$ cat src/rtl/mem_arbiter_pkg.sv
// Shared types and constants for the single-port RAM arbiter between the
// instruction-fetch and data-memory paths.
package mem_arbiter_pkg;

  localparam int unsigned WORD_W = 32;
  localparam int unsigned DEF_MAX_DSTREAK = 4;

  typedef logic [WORD_W-1:0] word_t;

  typedef enum logic [1:0] {
    IDLE  = 2'd0,
    IBUSY = 2'd1,
    DBUSY = 2'd2
  } arb_state_t;

  // Bits needed to hold 0..max_count; never narrower than one bit.
  function automatic int unsigned streak_width(input int unsigned max_count);
    return (max_count < 1) ? 1 : $clog2(max_count + 1);
  endfunction

endpackage

$ cat src/rtl/mem_arbiter_streak.sv
// Saturating counter of consecutive data grants taken while a fetch waits.
// Clear wins over increment; at_max flags the saturation value.
module mem_arbiter_streak
  import mem_arbiter_pkg::*;
#(
  parameter int unsigned MAX_COUNT = DEF_MAX_DSTREAK
) (
  input  logic CLK,
  input  logic nRST,
  input  logic clr,
  input  logic inc,
  output logic at_max
);

  localparam int unsigned CW = streak_width(MAX_COUNT);
  localparam logic [CW-1:0] CMAX = CW'(MAX_COUNT);

  logic [CW-1:0] count;

  always_ff @(posedge CLK or negedge nRST) begin
    if (!nRST) begin
      count <= '0;
    end else if (clr) begin
      count <= '0;
    end else if (inc && (count != CMAX)) begin
      count <= count + 1'b1;
    end
  end

  assign at_max = (count == CMAX);

endmodule

$ cat src/rtl/mem_arbiter.sv
// Arbitrates the single RAM port between fetch and data accesses. Data wins by
// default; after MAX_DSTREAK data grants with a fetch pending, fetch is granted.
module mem_arbiter
  import mem_arbiter_pkg::*;
#(
  parameter int unsigned MAX_DSTREAK = DEF_MAX_DSTREAK,
  parameter int unsigned ADDR_W      = WORD_W
) (
  input  logic              CLK,
  input  logic              nRST,
  // instruction fetch side
  input  logic              iREN,
  input  logic [ADDR_W-1:0] iaddr,
  output logic [ADDR_W-1:0] iload,
  output logic              iwait,
  // data memory side
  input  logic              dREN,
  input  logic              dWEN,
  input  logic [ADDR_W-1:0] daddr,
  input  logic [ADDR_W-1:0] dstore,
  output logic [ADDR_W-1:0] dload,
  output logic              dwait,
  // RAM side
  output logic              ramREN,
  output logic              ramWEN,
  output logic [ADDR_W-1:0] ramaddr,
  output logic [ADDR_W-1:0] ramstore,
  input  logic [ADDR_W-1:0] ramload,
  input  logic              ramready,
  output logic              busy
);

  arb_state_t state;
  arb_state_t next_state;

  logic dreq;
  logic streak_clr;
  logic streak_inc;
  logic streak_max;
  logic ibusy;
  logic dbusy;
  logic idone;
  logic ddone;

  assign dreq = dREN | dWEN;

  mem_arbiter_streak #(
    .MAX_COUNT (MAX_DSTREAK)
  ) u_streak (
    .CLK    (CLK),
    .nRST   (nRST),
    .clr    (streak_clr),
    .inc    (streak_inc),
    .at_max (streak_max)
  );

  // Grant decision in IDLE; busy states leave on completion or when the owner
  // drops its request (abort leaves the streak untouched).
  always_comb begin
    next_state = state;
    streak_clr = 1'b0;
    streak_inc = 1'b0;
    unique case (state)
      IDLE: begin
        if (dreq && !(iREN && streak_max)) begin
          next_state = DBUSY;
          streak_inc = iREN;
          streak_clr = ~iREN;
        end else if (iREN) begin
          next_state = IBUSY;
          streak_clr = 1'b1;
        end
      end
      IBUSY: begin
        if (ramready || !iREN) begin
          next_state = IDLE;
        end
      end
      DBUSY: begin
        if (ramready || !dreq) begin
          next_state = IDLE;
        end
      end
      default: begin
        next_state = IDLE;
      end
    endcase
  end

  always_ff @(posedge CLK or negedge nRST) begin
    if (!nRST) begin
      state <= IDLE;
      busy  <= 1'b0;
    end else begin
      state <= next_state;
      busy  <= (next_state != IDLE);
    end
  end

  assign ibusy = (state == IBUSY);
  assign dbusy = (state == DBUSY);
  assign idone = ibusy & ramready;
  assign ddone = dbusy & ramready;

  assign iwait = iREN & ~idone;
  assign dwait = dreq & ~ddone;
  assign iload = idone ? ramload : '0;
  assign dload = ddone ? ramload : '0;

  // RAM drive follows the live requester inputs so address changes pass through.
  assign ramREN   = ibusy | (dbusy & dREN & ~dWEN);
  assign ramWEN   = dbusy & dWEN;
  assign ramaddr  = ibusy ? iaddr : (dbusy ? daddr : '0);
  assign ramstore = dbusy ? dstore : '0;

endmodule
$ cat config.mk
export PLATFORM = sky130hd
export DESIGN_NAME = mem_arbiter
export DESIGN_NICKNAME = d
export VERILOG_FILES = /design/src/rtl/mem_arbiter_pkg.sv /design/src/rtl/mem_arbiter_streak.sv /design/src/rtl/mem_arbiter.sv
export SDC_FILE = /design/constraint.sdc
export NUM_CORES = 1
export LEC_CHECK = 0
export CORE_AREA = 2 2 104 106
export DETAILED_ROUTE_END_ITERATION = 8
export DIE_AREA = 0 0 106 108
export SLEW_MARGIN = 30
export SYNTH_ARGS = -nofsm -noshare
export SYNTH_HDL_FRONTEND = slang
export SYNTH_HIERARCHICAL = 1
export SYNTH_SLANG_ARGS = --single-unit
$ cat constraint.sdc
create_clock -name CLK -period 2.2 [get_ports CLK]
set_input_delay 0.44 -clock CLK [delete_from_list [all_inputs] [get_ports CLK]]
set_output_delay 0.44 -clock CLK [all_outputs]
set_load 0.05 [all_outputs]
Word level (Yosys, flattened, before mapping). Index checks and enable logic that the tools add are counted.

Flip-flop bits (word level): 6. Input bits: 134. Output and inout port bits: 133.

Add/subtract/negate cells: 1. Equal/unequal tests: 4. Multiplexer cells: 17. Bitwise operators: 13. Reduce and logical (&&, ||, !) cells: 11.

Operators by type and width (number): $mux 32 (5); $mux 2 (4); $and 1x1->1 (7); $mux 3 (2); $pmux 2 s3 (1); $mux 1 (5); $not 1->1 (4); $reduce_bool 2->1 (2); $add 3x1->3 const B (1); $eq 3x3->1 const B (1); $logic_and 1x1->1 (3); $logic_not 1->1 (3); $ne 3x3->1 const B (1); $eq 2x1->1 const B (1); $eq 2x2->1 const B (1); $logic_not 2->1 (1); $logic_or 1x1->1 (2); $or 1x1->1 (2).

Longest topological paths before layout.
Depth in word-level cells: 9. Gate-level depth with buffers: 7.

Cells and area by module. Netlist, hierarchy kept.

By module, submodules not included: mem_arbiter (instances 1, cells an instance 177, area an instance 1222.4 um^2); mem_arbiter_streak (instances 1, cells an instance 18, area an instance 192.7 um^2).

Worst setup path after synthesis. Ideal clock, no wire load.

Path kind: register to output. Start: register state[0]. End: output port iwait. Arrival time: 1649 ps. Required time: 1760 ps. Slack: 111 ps. Cell stages (with the launch flop): 5. Path through: dfrtp_1 > and2b_1 > buf_6 > buf_4 > a21boi_1.

Word-level cells in the longest chain between the ends: 4.

Ends and longest elaborated chain: start: declaration (RTL line mem_arbiter.sv:33) `arb_state_t state;`; start signal: assignment (RTL line mem_arbiter.sv:95) `state <= next_state;`; $eq 2x1->1 (RTL line mem_arbiter.sv:100) `assign ibusy = (state == IBUSY);`; $and 1x1->1 (RTL line mem_arbiter.sv:102) `assign idone = ibusy & ramready;`; $not 1->1 (RTL line mem_arbiter.sv:105) `assign iwait = iREN & ~idone;`; $and 1x1->1 (RTL line mem_arbiter.sv:105); end: declaration (RTL line mem_arbiter.sv:15) `output logic iwait,`.

No other way between the ends.

Worst setup path after layout.
Start: register state[0]. End: output port dload[5].

Word-level cells in the longest chain between the ends: 3.

Ends and longest elaborated chain: $eq 2x2->1 (RTL line mem_arbiter.sv:101) `assign dbusy = (state == DBUSY);`; $and 1x1->1 (RTL line mem_arbiter.sv:103) `assign ddone = dbusy & ramready;`; $mux 32 (RTL line mem_arbiter.sv:108) `assign dload = ddone ? ramload : '0;`; end: declaration (RTL line mem_arbiter.sv:21) `output logic [ADDR_W-1:0] dload,`.

No other way between the ends.

==> results.tsv <==
metric	value	unit
status	finished, final reports clean	
top_usage_layer	met2	
use_met2	33.8	%
grt-ovfl-total	0	
antennaDiodeCount	0	
clock-sinks	6	
holdBufCountCts	0	
crit_arrival	1.67	ns
cp.depth	4	
gp_congestion	0.853	
switching_share	47.4	%
io_pins	267	
final_area	0.00555	mm²
cp_top_family	flip-flops	
finalHoldViolCount	0	
wl_per_cell	18.9	µm
drive_gt1_share	32.3	%
crit_fanout	99	
max_slew_margin	66.6	%
grt_pass1_wl	15.9	mm
postRouteAntennaNets	0	
postSynthNetCount	331	
grtUsageTotal	17.9	%
cts.htree.levels	1	
worst_path_most_repeated_cell	buf_12	
vias_per_cell	4.38	
cts_made_buffers	3	
wirelength	10.9	mm
p_seq_share	6.1	%
drtPass1Iterations	4	
dp_slack	0.0908	ns
fin_total_pwr	0.00253	W
place_hpwl	8.96	mm
end_kind	output pin	
slowest_delay	0.46	ns
p_int	0.00133	W
drc	0	
portBuffers	266	
drtIter0Drc	140	
coreArea	0.0102	mm²
grt_max_degree	100	
cts_setup_buffers	0	
path_cells	nor2b_4 > buf_12 > and3_1 > buf_12	
cts-root-buf	clkbuf_8	
crit_path_end	dload[5]	
powerDensity	457	mW/mm²
syn2layout_area_growth	292	%
reg2reg_from	u_streak/count[0]$_DFFE_PN0P_	
p_leak	2.45	nW
cp-start-kind	register	
dieArea	0.0114	mm²
critPathKind	register to output pin	
setup_viol	0	
netlist_instances	195	
setup_ws	0.0942	ns
synth-seq-cells	6	
initial_core_util	13.8	%
r2r_slack	0.31	ns
fin_setup_tns	0	ns
fillCellCount	874	
peakVddDrop	325	µV
synth_area	0.00142	mm²
clock_latency	0.23	ns
clockBufferDepth	2	
synth_cell_types	27	
hp-class	input pin to asynchronous set/reset pin	
die_x	106	µm
nNetsFinal	581	
cp_slowest_cell	dfrtp_1	
finalMaxSlewViolations	0	
die_y	108	µm
pwr-share-comb	87.2	%
cts_tree	yes	
fmax	0.475	GHz
worstMarginPinSlew	0.499	ns
worst-path-buf-inv	2	
setup.worst_path.start	state[0]$_DFF_PN0_	
worstRegToRegCells	7	
met1_usage	18.8	%
cap_violations	0	
vias	2536	
antenna_found_initial	0	
finalCriticalPeriod	2.11	ns
rsz0062_at_grt	false	
power.share.clock	6.7	%
yosysSeqAreaShare	10.6	%
clock_skew	0.00131	ns
placed_area	0.00550	mm²
first_global_vias	2568	
met3_usage	4.28	%
power_switching	0.00120	W
syn_area_per_cell	7.26	µm²
rr_endpoint	u_streak/count[0]$_DFFE_PN0P_	
clkTransAtPathRegs	0.04	ns
num_rows	37	
required	1.76	ns
fin_crit_sh	95.7	%
ys.warnings.count	6	
worst register-to-register path, delay by kind of cell (launching register included):
kind | cells | cell delay, ns
DFF | 1 | 0.38
adders and majority gates | 1 | 0.23
muxes | 1 | 0.32
and+or+nand+nor | 3 | 0.53
AOI/OAI and AO/OA | 1 | 0.24
buffers and inverters | 1 | 0.06
power by group through the flow:
stage	clock network [W]	logic (W)	registers, W
after floorplan	0	0.00102	0.000158
after global placement	0	0.00220	0.000153
after detailed placement	0	0.00222	0.000155
after CTS	0.000177	0.00222	0.000154
after global routing	0.000183	0.00229	0.000158
final	0.000169	0.00221	0.000155
placed cells by master, fill, tap and decap left out:
| cell | synthesis | routed |
|---|---|---|
| dfrtp_1 | 6 | 6 |
| clkbuf_8 | 0 | 3 |
| a31o_1 | 1 | 1 |
| ha_1 | 2 | 2 |
| inv_1 | 4 | 4 |
| a21boi_1 | 1 | 1 |
| o31ai_1 | 1 | 1 |
| nor3_1 | 2 | 2 |
| clkdlybuf4s50_1 | 0 | 134 |
| and2b_2 | 0 | 1 |
| a211oi_1 | 1 | 1 |
| buf_6 | 3 | 1 |
| and3_1 | 65 | 65 |
| and2_1 | 34 | 34 |
| a21boi_2 | 1 | 1 |
| a22o_1 | 32 | 32 |
| mux2i_1 | 1 | 1 |
| a21oi_1 | 3 | 3 |
| o21ai_0 | 1 | 1 |
| nor2b_1 | 2 | 1 |
| nor2_1 | 5 | 5 |
| o21a_1 | 1 | 1 |
| and4b_1 | 1 | 1 |
| nand2b_1 | 3 | 3 |
| a2111oi_0 | 1 | 1 |
| buf_12 | 0 | 135 |
| nor2b_4 | 0 | 1 |
| mux2_4 | 1 | 1 |
sequential cells by signal, indices dropped and copies added, names as in the netlist:
| signal | count |
|---|---|
| u_streak/count | 3 |
| state | 2 |
| busy | 1 |
routing by layer:
metal	wire length, µm	up-vias
met2	5880	111
met4	475	0
li1	-	1205
met3	772	23
met1	3790	1197
met5	0	-
stage by stage:
step | util, % | hold slack [ns] | cells
2_1_floorplan | - | 0.144 | 195
3_3_place_gp | 53.8 | 0.549 | 576
3_5_place_dp | 53.8 | 0.555 | 576
4_1_cts | 54.2 | 0.460 | 579
5_1_grt | 54.2 | 0.476 | 579
6_report | 54.2 | 0.458 | 579
timing repair:
action                                 4_1_cts  5_1_grt
gates resized for setup                      0        1
endpoints found under the hold margin        0        0
setup endpoints to repair                    0       39
cell type report:
class	instances	area [µm²]	area share (%)
clock buffer	3	41.3	0.744
inverter	4	15.0	0.271
multi-input combinational	160	1110	20.1
sequential	6	150	2.71
tap	136	170	3.07
timing repair buffer	270	4060	73.1
cells by family (layout without fill, tap and decap cells):
family          after synthesis  count (layout)  share of synthesized area, %
compound gates               43              43                          25.4
fa+ha+maj                     2               2                          1.77
buf+inv                      29             277                          11.2
flops                         6               6                          10.6
mux                           2               2                          1.77
simple gates                113             113                          49.2
Yosys cell counts, drive strengths merged:
master	instances	area, µm²
nor3	2	10.0
nor2	5	18.8
a21boi	2	18.8
ha	2	25.0
o21a	1	7.51
a31o	1	8.76
and3	65	407
mux2i	1	10.0
buf	19	121
inv	4	15.0
o31ai	1	7.51
a211oi	1	7.51
nand2b	3	18.8
dfrtp	6	150
clkbuf	6	22.5
a2111oi	1	8.76
and2b	1	7.51
nor2b	2	12.5
mux2	1	15.0
a21oi	3	15.0
and4b	1	10.0
a22o	32	280
o21ai	1	5.00
and2	34	213
worst min-delay path by stage:
stage	endpoint	slack (ns)
after CTS	busy$_DFF_PN0_	0.46
after global routing	state[1]$_DFF_PN0_	0.48
final	u_streak/count[1]$_DFFE_PN0P_	0.46
after floorplan	busy$_DFF_PN0_	0.14
after global placement	state[1]$_DFF_PN0_	0.55
after detailed placement	state[1]$_DFF_PN0_	0.55
(Power assumes the default switching activity.)
